===== src/rtl/cnn_cell_pkg.sv =====
// rtl/cnn_cell_pkg.sv - shared types, default sizes and ACC_W sizing helper for cnn_cell_engine
package cnn_cell_pkg;

  typedef enum logic [1:0] {
    ST_IDLE  = 2'd0,
    ST_ACCUM = 2'd1,
    ST_SAT   = 2'd2,
    ST_OUT   = 2'd3
  } cnn_state_e;

  localparam int CNN_DW    = 8;
  localparam int CNN_YW    = 9;
  localparam int CNN_TAPS  = 9;
  localparam int CNN_ACC_W = 24;

  // Smallest signed width holding I + TAPS*(2^DW-1)*(2^(YW-1)+2^DW-1).
  function automatic int cnn_min_acc_w(input int taps, input int dw, input int yw);
    longint m;
    int     w;
    m = ((64'sd1 << dw) - 1)
      + longint'(taps) * ((64'sd1 << dw) - 1) * ((64'sd1 << (yw - 1)) + (64'sd1 << dw) - 1);
    w = 1;
    for (int i = 0; i < 62; i++) begin
      if ((64'sd1 << (w - 1)) <= m) w = w + 1;
    end
    return w;
  endfunction

endpackage


===== src/rtl/cnn_cell_sat.sv =====
// rtl/cnn_cell_sat.sv - shift, optional round-half-up (CNN_CELL_ROUND_EN) and symmetric clamp
module cnn_cell_sat #(
  parameter int ACC_W     = 24,
  parameter int YW        = 9,
  parameter int OUT_SHIFT = 0,
  parameter int LIMIT     = 255
) (
  input  logic signed [ACC_W-1:0] acc_i,
  output logic        [YW-1:0]    y_o,
  output logic                    sat_o
);

  localparam logic signed [ACC_W-1:0] POS_LIM = ACC_W'(LIMIT);
  localparam logic signed [ACC_W-1:0] NEG_LIM = -POS_LIM;

  logic signed [ACC_W-1:0] pre;
  logic signed [ACC_W-1:0] shifted;

`ifdef CNN_CELL_ROUND_EN
  localparam int RND_SH = (OUT_SHIFT > 0) ? OUT_SHIFT - 1 : 0;
  localparam logic signed [ACC_W-1:0] RND = (OUT_SHIFT > 0) ? (ACC_W'(1) << RND_SH) : '0;
  assign pre = acc_i + RND;
`else
  assign pre = acc_i;
`endif

  assign shifted = pre >>> OUT_SHIFT;

  always_comb begin
    y_o   = shifted[YW-1:0];
    sat_o = 1'b0;
    if (shifted > POS_LIM) begin
      y_o   = POS_LIM[YW-1:0];
      sat_o = 1'b1;
    end else if (shifted < NEG_LIM) begin
      y_o   = NEG_LIM[YW-1:0];
      sat_o = 1'b1;
    end
  end

endmodule


===== src/rtl/cnn_cell_engine.sv =====
// rtl/cnn_cell_engine.sv - streamed CNN cell update x = I + sum(A*Y + B*U), saturated output
// Optional rounding in the output stage is enabled by defining CNN_CELL_ROUND_EN.
module cnn_cell_engine
  import cnn_cell_pkg::*;
#(
  parameter int TAPS      = CNN_TAPS,
  parameter int DW        = CNN_DW,
  parameter int YW        = CNN_YW,
  parameter int ACC_W     = CNN_ACC_W,
  parameter int OUT_SHIFT = 0,
  parameter int LIMIT     = 255
) (
  input  logic          clk,
  input  logic          rst,
  input  logic          in_valid,
  output logic          in_ready,
  input  logic [DW-1:0] in_a,
  input  logic [DW-1:0] in_b,
  input  logic [DW-1:0] in_u,
  input  logic [YW-1:0] in_y,
  input  logic [DW-1:0] in_bias,
  output logic          out_valid,
  input  logic          out_ready,
  output logic [YW-1:0] out_y,
  output logic          out_sat,
  output logic          busy
);

  localparam int PW    = DW + YW + 1;
  localparam int CNT_W = (TAPS < 2) ? 1 : $clog2(TAPS + 1);
  localparam logic [CNT_W-1:0] LAST_CNT = CNT_W'(TAPS - 1);

  cnn_state_e              state_q, state_d;
  logic signed [ACC_W-1:0] acc_q, acc_d;
  logic [CNT_W-1:0]        tap_cnt_q, tap_cnt_d;
  logic [YW-1:0]           out_y_q, out_y_d;
  logic                    out_sat_q, out_sat_d;

  logic signed [PW-1:0]    a_ext, y_ext, ay;
  logic [2*DW-1:0]         bu;
  logic signed [ACC_W-1:0] beat_sum, bias_ext;
  logic [YW-1:0]           sat_y;
  logic                    sat_flag;

  // A is zero-extended so the product is a true signed A*Y at full precision.
  assign a_ext    = {{(YW + 1){1'b0}}, in_a};
  assign y_ext    = {{(DW + 1){in_y[YW-1]}}, in_y};
  assign ay       = a_ext * y_ext;
  assign bu       = {{DW{1'b0}}, in_b} * {{DW{1'b0}}, in_u};
  assign beat_sum = {{(ACC_W - PW){ay[PW-1]}}, ay} + {{(ACC_W - 2*DW){1'b0}}, bu};
  assign bias_ext = {{(ACC_W - DW){1'b0}}, in_bias};

  cnn_cell_sat #(
    .ACC_W    (ACC_W),
    .YW       (YW),
    .OUT_SHIFT(OUT_SHIFT),
    .LIMIT    (LIMIT)
  ) u_sat (
    .acc_i(acc_q),
    .y_o  (sat_y),
    .sat_o(sat_flag)
  );

  always_ff @(posedge clk) begin
    if (rst) begin
      state_q   <= ST_IDLE;
      acc_q     <= '0;
      tap_cnt_q <= '0;
      out_y_q   <= '0;
      out_sat_q <= 1'b0;
    end else begin
      state_q   <= state_d;
      acc_q     <= acc_d;
      tap_cnt_q <= tap_cnt_d;
      out_y_q   <= out_y_d;
      out_sat_q <= out_sat_d;
    end
  end

  always_comb begin
    state_d   = state_q;
    acc_d     = acc_q;
    tap_cnt_d = tap_cnt_q;
    out_y_d   = out_y_q;
    out_sat_d = out_sat_q;
    in_ready  = 1'b0;
    out_valid = 1'b0;
    case (state_q)
      ST_IDLE: begin
        in_ready = 1'b1;
        if (in_valid) begin
          acc_d = bias_ext + beat_sum;
          if (TAPS == 1) begin
            tap_cnt_d = '0;
            state_d   = ST_SAT;
          end else begin
            tap_cnt_d = CNT_W'(1);
            state_d   = ST_ACCUM;
          end
        end
      end
      ST_ACCUM: begin
        in_ready = 1'b1;
        if (in_valid) begin
          acc_d = acc_q + beat_sum;
          if (tap_cnt_q == LAST_CNT) begin
            tap_cnt_d = '0;
            state_d   = ST_SAT;
          end else begin
            tap_cnt_d = tap_cnt_q + CNT_W'(1);
          end
        end
      end
      ST_SAT: begin
        out_y_d   = sat_y;
        out_sat_d = sat_flag;
        state_d   = ST_OUT;
      end
      ST_OUT: begin
        out_valid = 1'b1;
        if (out_ready) state_d = ST_IDLE;
      end
      default: state_d = ST_IDLE;
    endcase
  end

  assign out_y   = out_y_q;
  assign out_sat = out_sat_q;
  assign busy    = (state_q != ST_IDLE);

endmodule


===== config.mk =====
export PLATFORM = sky130hd
export DESIGN_NAME = cnn_cell_engine
export DESIGN_NICKNAME = d
export VERILOG_FILES = /design/src/rtl/cnn_cell_pkg.sv /design/src/rtl/cnn_cell_sat.sv /design/src/rtl/cnn_cell_engine.sv
export SDC_FILE = /design/constraint.sdc
export NUM_CORES = 1
export LEC_CHECK = 0
export ABC_AREA = 0
export CORE_AREA = 3 3 175 177
export DETAILED_ROUTE_END_ITERATION = 12
export DIE_AREA = 0 0 178 180
export HOLD_SLACK_MARGIN = 0.12
export PLACE_DENSITY_LB_ADDON = 0.15
export SKIP_LAST_GASP = 1
export SLEW_MARGIN = 20
export SYNTH_ARGS = -nofsm -noshare
export SYNTH_HDL_FRONTEND = slang
export SYNTH_SLANG_ARGS = --single-unit

===== constraint.sdc =====
create_clock -name clk -period 11.7 [get_ports clk]
set_input_delay 1.17 -clock clk [delete_from_list [all_inputs] [get_ports clk]]
set_output_delay 1.17 -clock clk [all_outputs]
set_load 0.05 [all_outputs]

=== Word level (Yosys, flattened, before mapping) ===
Cells that the tools add are included.

* Register bits after elaboration: 40
* Input port bits: 45
* Output and inout port bits: 13
* Word-level logic and storage cells: 45

* $add $sub $neg: 4
* $mul: 2
* $lt $le $gt $ge: 2
* Equal/unequal tests: 8
* Muxes and demuxes: 18
* Reductions and logical operators: 6

{| class="wikitable"
|+ Operators by type and width
! cell !! count
|-
| $mux 24 || 2
|-
| $pmux 24 s2 || 1
|-
| $add 24x19->24 || 1
|-
| $gt 24x9->1 const B || 1
|-
| $lt 24x9->1 const B || 1
|-
| $add 9x19->20 || 1
|-
| $add 18x17->19 || 1
|-
| $mul 9x9->18 || 1
|-
| $mux 9 || 2
|-
| $mul 8x8->16 || 1
|-
| $mux 4 || 3
|-
| $mux 2 || 4
|-
| $ne 2x2->1 const B || 4
|-
| $pmux 2 s4 || 1
|-
| $pmux 4 s2 || 1
|-
| $add 4x1->4 const B || 1
|-
| $eq 2x2->1 const B || 2
|-
| $eq 4x4->1 const B || 1
|-
| $mux 1 || 4
|-
| $reduce_and 4->1 || 1
|-
| $reduce_bool 2->1 || 2
|-
| $reduce_and 3->1 || 1
|-
| $eq 2x1->1 const B || 1
|-
| $logic_not 2->1 || 1
|-
| $reduce_or 2->1 || 1
|}

=== Longest topological paths before layout ===
Gate-level depths: netlist of run 1.

* Depth after elaboration: 5
* Mapped depth: 39
* Depth with buffers taken out: 38

=== Cells and area by module ===
A second synthesis of run 1 with hierarchy kept.

* Cells, all modules: 1078
* Area, all modules: 9036.2 µm²

{| class="wikitable"
|+ By module, submodules not included
! module !! times used !! cells an instance !! area each (µm²) !! sequential area each (µm²)
|-
| cnn_cell_engine || 1 || 1047 || 8863.5 || 800.8
|-
| cnn_cell_sat || 1 || 31 || 172.7 || 0.0
|}

=== Least setup slack after synthesis of run 1 ===
Ideal clock, no wire load.

* Path kind: input to register
* Start point: input in_b[1]
* End point: register acc_q[23]
* Library setup time: 0.134 ns
* Arrival time: 8.938 ns
* Required time: 11.566 ns
* Setup slack: 2.628 ns
* Cell stages on the path: 36
* Buffers on the path: 1
* Cells stage by stage: and2_1 fa_1 fa_1 inv_1 fa_1 fa_1 inv_1 ha_1 inv_1 o21ai_0 a21oi_1 nor2b_1 o21a_1 nor2_1 xnor2_1 ha_1 inv_1 fa_1 fa_1 inv_1 ha_1 buf_6 a211o_1 a2111oi_1 a21o_2 o32ai_2 o31a_1 xor2_1 ha_1 nand4_1 a21oi_1 o31ai_1 a21oi_1 xnor2_1 mux2i_1 o22ai_1

* Word-level cells in the longest chain between the ends: 5
* Elaborated cells between the ends (all ways): 7
* Those cells by class: 3 x add/sub; 1 x mul; 3 x mux

{| class="wikitable"
|+ RTL lines
! item !! line !! RTL
|-
| start, declared || cnn_cell_engine.sv:18 || <nowiki>input logic [DW-1:0] in_b,</nowiki>
|-
| $mul 8x8->16 * || cnn_cell_engine.sv:49 || <nowiki>assign bu = {{DW{1'b0}}, in_b} * {{DW{1'b0}}, in_u};</nowiki>
|-
| $add 18x17->19 * || cnn_cell_engine.sv:50 || <nowiki>assign beat_sum = {{(ACC_W - PW){ay[PW-1]}}, ay} + {{(ACC_W - 2*DW){1'b0}}, bu};</nowiki>
|-
| $add 24x19->24 / $add 9x19->20 (equally long branches) || cnn_cell_engine.sv:105, cnn_cell_engine.sv:92 ||
|-
| $mux 24, on equally long branches || cnn_cell_engine.sv:104, cnn_cell_engine.sv:91 ||
|-
| $pmux 24 s2 * || cnn_cell_engine.sv:88 || <nowiki>case (state_q)</nowiki>
|-
| end signal, assigned || cnn_cell_engine.sv:67 || <nowiki>acc_q <= '0;</nowiki>
|-
| end signal, assigned || cnn_cell_engine.sv:73 || <nowiki>acc_q <= acc_d;</nowiki>
|-
| end, declared || cnn_cell_engine.sv:34 || <nowiki>logic signed [ACC_W-1:0] acc_q, acc_d;</nowiki>
|}

Every way passes the cells marked *; elsewhere a longest branch is shown, timed or not. The select of a mux whose other input is x is not followed.
A chain may end at the register's enable or synchronous reset.

=== Worst setup path in the final report of run 1 ===
* Start point: input in_u[4]
* End point: register acc_q[23]

* Word-level cells in the longest chain between the ends: 5
* Elaborated cells between the ends (all ways): 7
* Those cells by class: 3 x add/sub; 1 x mul; 3 x mux

{| class="wikitable"
|+ RTL lines
! item !! line !! RTL
|-
| start, declared || cnn_cell_engine.sv:19 || <nowiki>input logic [DW-1:0] in_u,</nowiki>
|-
| $mul 8x8->16 * || cnn_cell_engine.sv:49 ||
|-
| $add 18x17->19 * || cnn_cell_engine.sv:50 ||
|-
| $add 24x19->24 / $add 9x19->20 (equally long branches) || cnn_cell_engine.sv:105, cnn_cell_engine.sv:92 ||
|-
| $mux 24, on equally long branches || cnn_cell_engine.sv:104, cnn_cell_engine.sv:91 ||
|-
| $pmux 24 s2 * || cnn_cell_engine.sv:88 ||
|}

Marks and branches as above.

==> metrics.yaml, run 1 <==
status: "complete, no violations"
crit_slowest_cell: "clkdlybuf4s50_1"
grtUsageTotal_pct: 13.0
routed_wl_um: 20600
syn_inst: 1058
synth_edf_count: 0
grt_antenna_before_repair: 0
min_delay_path_depth: 2
worstHoldPathType: "register to register"
yosys_warnings: 0
nets: 1375
path_clk_slew_ps: 60
synth-simple-area-share_pct: 19.0
diodes: 0
synth-xor-area-share_pct: 4.93
worstPathRequired_ps: 11860
start_util_pct: 29.6
synth.distinct_cells: 62
timing.final.crit_period_ps: 10150
synthArstFlopShare_pct: 0
hpwl_um: 17700
viasPerCell: 4.68
synth_compound_area_share_pct: 16.0
worst_setup_path_end_kind: "register"
synth_ff_type: "dfxtp_1"
finalCritPeriodShare_pct: 86.8
synthTopCellsByArea: "fa_1 22%, ha_1 20%, dfxtp_1 9.2%"
seq_area_frac_synth_pct: 9.20
cts_hold_buf: 0
tightest_slew_ps: 994
gr-total-overflow: 0
drive_above_1_share_pct: 2.00
cts_tree: "done"
synth_nets: 1334
postLayoutCellArea_um2: 9820
max_slew_margin_pct: 33.8
netlist_area_um2: 8700
cts_resized: 0
drt.antenna.violating_nets: 0
crit_buf_inv: 5
route.detailed.drc: 0
hold_viol_final: 0
port_buffers: 57
path_depth: 35
path_delay_family: "adder cells"
cts.sinks: 40
rsz0062_at_grt: "false"
reg2reg_depth: 11
grt_max_degree: 36
rows: 63
syn_avg_cell_area_um2: 8.23
gp_congestion: 0.774
core_um2: 29400
cts-root-buf: "clkbuf_16"
max_stage_delay_ps: 550
numCtsBuffers: 5
dpl_cell_area_um2: 9670
fin_skew_ps: 9.71
drt_pass1_iterations: 4
initialDrtViolationCount: 228
ios: 58
cts_htree_levels: 2
max_freq_mhz: 98.5
muxShareOfSynthArea_pct: 0.690
setup_tns_ps: 0
path_common_cell: "fa_1"
grt_pass1_vias: 6965
synth_top_family_by_area: "adder cells"
cp.arrival_ps: 10310
worst_setup_path_start_kind: "input port"
grt_pass1_wl_um: 34900
clockBufferDepth: 2
wl_per_cell_um: 13.8
cp_max_fo: 8
synthAdderAreaFrac_pct: 41.3
die_h_um: 180
route.vias.total: 6977
maxCapViolations: 0
insertion_delay_ps: 290
synth.top_cell.area_share_pct: 21.6
cts_setup_buffers: 0
syn_to_final_growth_pct: 12.8
drv_slew: 0
die_w_um: 178
setup_violations: 0
die-area_um2: 32000
yosysTopAreaCell: "fa_1"
synth_seq_cells: 40
path_class: "input port to register"
==> per-stage QoR <==
stage | hold slack, ps | util, % | worst slack (ps) | instances
finish | 465 | 33.4 | 1550 | 1490
global route | 487 | 33.4 | 774 | 1490
CTS | 468 | 33.4 | 1460 | 1490
detailed placement | 460 | 32.9 | 1190 | 1482
global placement | 459 | 32.9 | 1340 | 1482
floorplan | 458 | - | 2630 | 1058
==> area by class of cell <==
| cell class | count | area [µm²] |
|---|---|---|
| clock inverter | 2 | 16.3 |
| inverter | 179 | 672 |
| clock buffer | 6 | 129 |
| multi-input combinational | 814 | 7130 |
| sequential | 40 | 801 |
| timing repair buffer | 59 | 586 |
| fill | 3092 | 19600 |
| tap | 390 | 488 |
==> kinds of logic (layout without fill, tap and decap cells) <==
family,after synthesis,after routing
AND/OR/NAND/NOR,322,322
adder cells (fa/ha/maj),231,231
AO/OA/AOI/OAI,206,206
buffers and inverters,204,246
XOR/XNOR,49,49
flip-flops,40,40
multiplexers,6,6
==> cell usage after synthesis, types with 18 or more instances <==
cell type	n
dfxtp_1	40
fa_1	94
nor2_1	54
clkbuf_1	22
xor2_1	18
a211oi_1	18
o21ai_0	36
ha_1	137
inv_1	179
a21oi_1	51
nor3_1	22
xnor2_1	31
nand2b_1	22
and2_1	82
a21o_1	18
nand2_1	94
==> state kept, by name, indices dropped and copies added (netlist names) <==
signal,count
acc_q,24
out_sat,1
out_y,9
state_q,2
tap_cnt_q,4
==> worst paths after layout <==
kind	from	endpoint	slack, ps
max	in_u[4]	acc_q[23]$_SDFFE_PP0P_	1550
min	out_y[6]$_SDFFE_PP0P_	out_y[6]$_SDFFE_PP0P_	470
max reg2reg	acc_q[0]$_SDFFE_PP0P_	acc_q[22]$_SDFFE_PP0P_	8610
min reg2reg	out_y[6]$_SDFFE_PP0P_	out_y[6]$_SDFFE_PP0P_	470
==> placed cells by master, fill, tap and decap left out, drive strengths merged, types with 19 or more instances in the layout <==
master and n:
a21o 19, a21oi 51, and2 82, clkdlybuf4s50 57, dfxtp 40, fa 94, ha 137, inv 179
nand2 94, nand2b 22, nor2 54, nor3 22, o21ai 37, xnor2 31
==> worst register-to-register path: cells and delay by family (launching register included) <==
kind,cells,cell delay (ps)
flip-flops,1,350
XOR/XNOR,1,90
AO/OA/AOI/OAI,7,1790
AND/OR/NAND/NOR,1,70
adder cells (fa/ha/maj),2,680
==> per-layer routing <==
| layer | GRT usage [%] | share of wire [%] | vias to the layer above |
|---|---|---|---|
| li1 | - | - | 3610 |
| met1 | 19.4 | 52 | 3286 |
| met2 | 21.0 | 46 | 73 |
| met3 | 0.444 | 1.4 | 8 |
| met4 | 2.36 | 0.81 | 0 |
| met5 | 0 | 0 | - |
Power of run 1 is not shown: default switching activity piles up to over one toggle a cycle in this logic, so the estimate is an artifact.
==> run 2, diff against run 1 <==
- ABC_CLOCK_PERIOD_IN_PS: default -> 11700
==> results of run 2 <==
Final layout, timing and power as in run 1 (identical DEF).
Power of run 2 is left out for the same reason.
==> run 3, diff against run 2 <==
- ABC_CLOCK_PERIOD_IN_PS: 11700 -> default
- CORE_AREA: 3 3 175 177 -> 3 3 178 180
- DIE_AREA: 0 0 178 180 -> 0 0 181 183
- SYNTH_HIERARCHICAL: default -> 1
==> run 3 against run 2 <==
Compared with the run above: sequential share of layout area is 0.30 points lower; final cell count increased by 1.9%; worst hold slack better by 27 ps; clock-buffer cell count is 1 lower; fmax is 0.38% higher.
==> metrics.yaml, run 3 <==
ios: 58
tightest_slew_ps: 963
worstHoldPathType: "register to register"
route.vias.total: 7170
gp_congestion: 0.790
worst_setup_path_end_kind: "register"
synth_ff_type: "dfxtp_1"
crit_slowest_cell: "or4_4"
start_util_pct: 29.8
finalCritPeriodShare_pct: 86.4
routed_wl_um: 21000
wl_per_cell_um: 13.8
largest_reg_flops: 24
drv_slew: 0
num-fill-cells: 3230
synthArstFlopShare_pct: 0
synth_most_common_cell: "inv_1"
cts_hold_buf: 0
drive_above_1_share_pct: 4.63
hpwl_um: 17600
port_buffers: 57
clockBufferDepth: 2
cts_tree: "done"
initialDrtViolationCount: 361
netlist_area_um2: 9040
worst_setup_path_start_kind: "input port"
viasPerCell: 4.72
path_class: "input port to register"
path_clk_slew_ps: 60
max_slew_margin_pct: 35.6
crit_buf_inv: 6
syn_avg_cell_area_um2: 8.38
cp_max_fo: 11
synth_seq_cells: 40
grtUsageTotal_pct: 12.8
die-area_um2: 33100
synth_edf_count: 0
drt_pass1_iterations: 6
synth.distinct_cells: 81
final_cell_mix: "182 x inv_1, 137 x ha_1, 94 x fa_1"
synth.top_cell.area_share_pct: 20.8
grt_pass1_vias: 7127
cts_resized: 0
max_stage_delay_ps: 600
syn_to_final_growth_pct: 12.8
yosysTopAreaCell: "fa_1"
setup_tns_ps: 0
maxCapViolations: 0
setup_violations: 0
grt_max_degree: 42
rows: 64
rsz0062_at_grt: "false"
nets: 1397
synth_commonest_cells: "182 x inv_1, 137 x ha_1, 94 x fa_1"
route.detailed.drc: 0
max_freq_mhz: 98.9
cp.arrival_ps: 10310
syn_inst: 1078
path_common_cell: "fa_1"
hold_viol_final: 0
cts-root-buf: "clkbuf_16"
final_core_util_pct: 33.6
timing.final.crit_period_ps: 10110
numCtsBuffers: 5
worstPathRequired_ps: 11890
diodes: 0
grt_pass1_wl_um: 35900
fin_skew_ps: 8.11
insertion_delay_ps: 290
core_um2: 30300
top_register: "acc_q"
drt.antenna.violating_nets: 0
seq_area_um2: 801
grt_antenna_before_repair: 0
cts.sinks: 40
synthTopCellsByArea: "fa_1 21%, ha_1 19%, dfxtp_1 8.9%"
synth_nets: 1354
seq_area_frac_synth_pct: 8.86
cts_htree_levels: 2
multi_input_area_um2: 7450
die_w_um: 181
cts_setup_buffers: 0
die_h_um: 183
gr-total-overflow: 0
path_delay_family: "adder cells"
final_common_cell: "inv_1"
yosys_warnings: 6
status: "complete, no violations"
[run 3: changes by cell type after synthesis, moves of 6 or more]
cell and change:
nand2b_1 -10, mux2i_1 +11, o21ai_0 -16, o211ai_1 -6
a31oi_1 +6, a21oi_1 -7, nor2_1 +27
[run 3: through the flow]
stage                     std cells  setup slack, ps  cell area (µm²)  hold slack (ps)
final                          1518             1590            10200              492
after global routing           1518              859            10200              510
after CTS                      1518             1560            10200              494
after detailed placement       1510             1280            10000              485
after global placement         1510             1340            10000              472
after floorplan                1078             2390             9040              462
[run 3: cell type report]
type,instances,share of cell area (%)
multi-input combinational,831,73.1
tap,396,4.86
clock buffer,5,1.23
inverter,183,6.74
clock inverter,3,0.417
timing repair buffer,60,5.82
sequential,40,7.85
[run 3: final timing paths]
kind / from / endpoint / slack (ps) / cells after the start
worst max-delay path: in_u[3] / acc_q[22]$_SDFFE_PP0P_ / 1590 / 32
worst min-delay path: out_y[2]$_SDFFE_PP0P_ / out_y[2]$_SDFFE_PP0P_ / 490 / 2
worst max register to register: acc_q[0]$_SDFFE_PP0P_ / acc_q[22]$_SDFFE_PP0P_ / 8290 / 11
worst min register to register: out_y[2]$_SDFFE_PP0P_ / out_y[2]$_SDFFE_PP0P_ / 490 / 2
[run 3: logic make-up after synthesis]
logic type	synth area share, %
flip-flops	8.86
multiplexers	1.88
AO/OA/AOI/OAI	15.0
buffers and inverters	8.81
adder cells (fa/ha/maj)	39.8
AND/OR/NAND/NOR	20.4
XOR/XNOR	5.29
[run 3: tightest hold or removal path, stage by stage (launching register included)]
cell and delay, ps:
dfxtp_1 320, mux2i_1 60, nor2_1 70
[run 3: per-layer routing]
metal	up-vias	track usage, %	share of wire [%]
met3	7	0.873	2.8
met4	0	1.65	0.60
met1	3411	19.2	52
met5	-	0	0
met2	83	20.7	45
li1	3669	-	-
Power of run 3 is left out for the same reason.
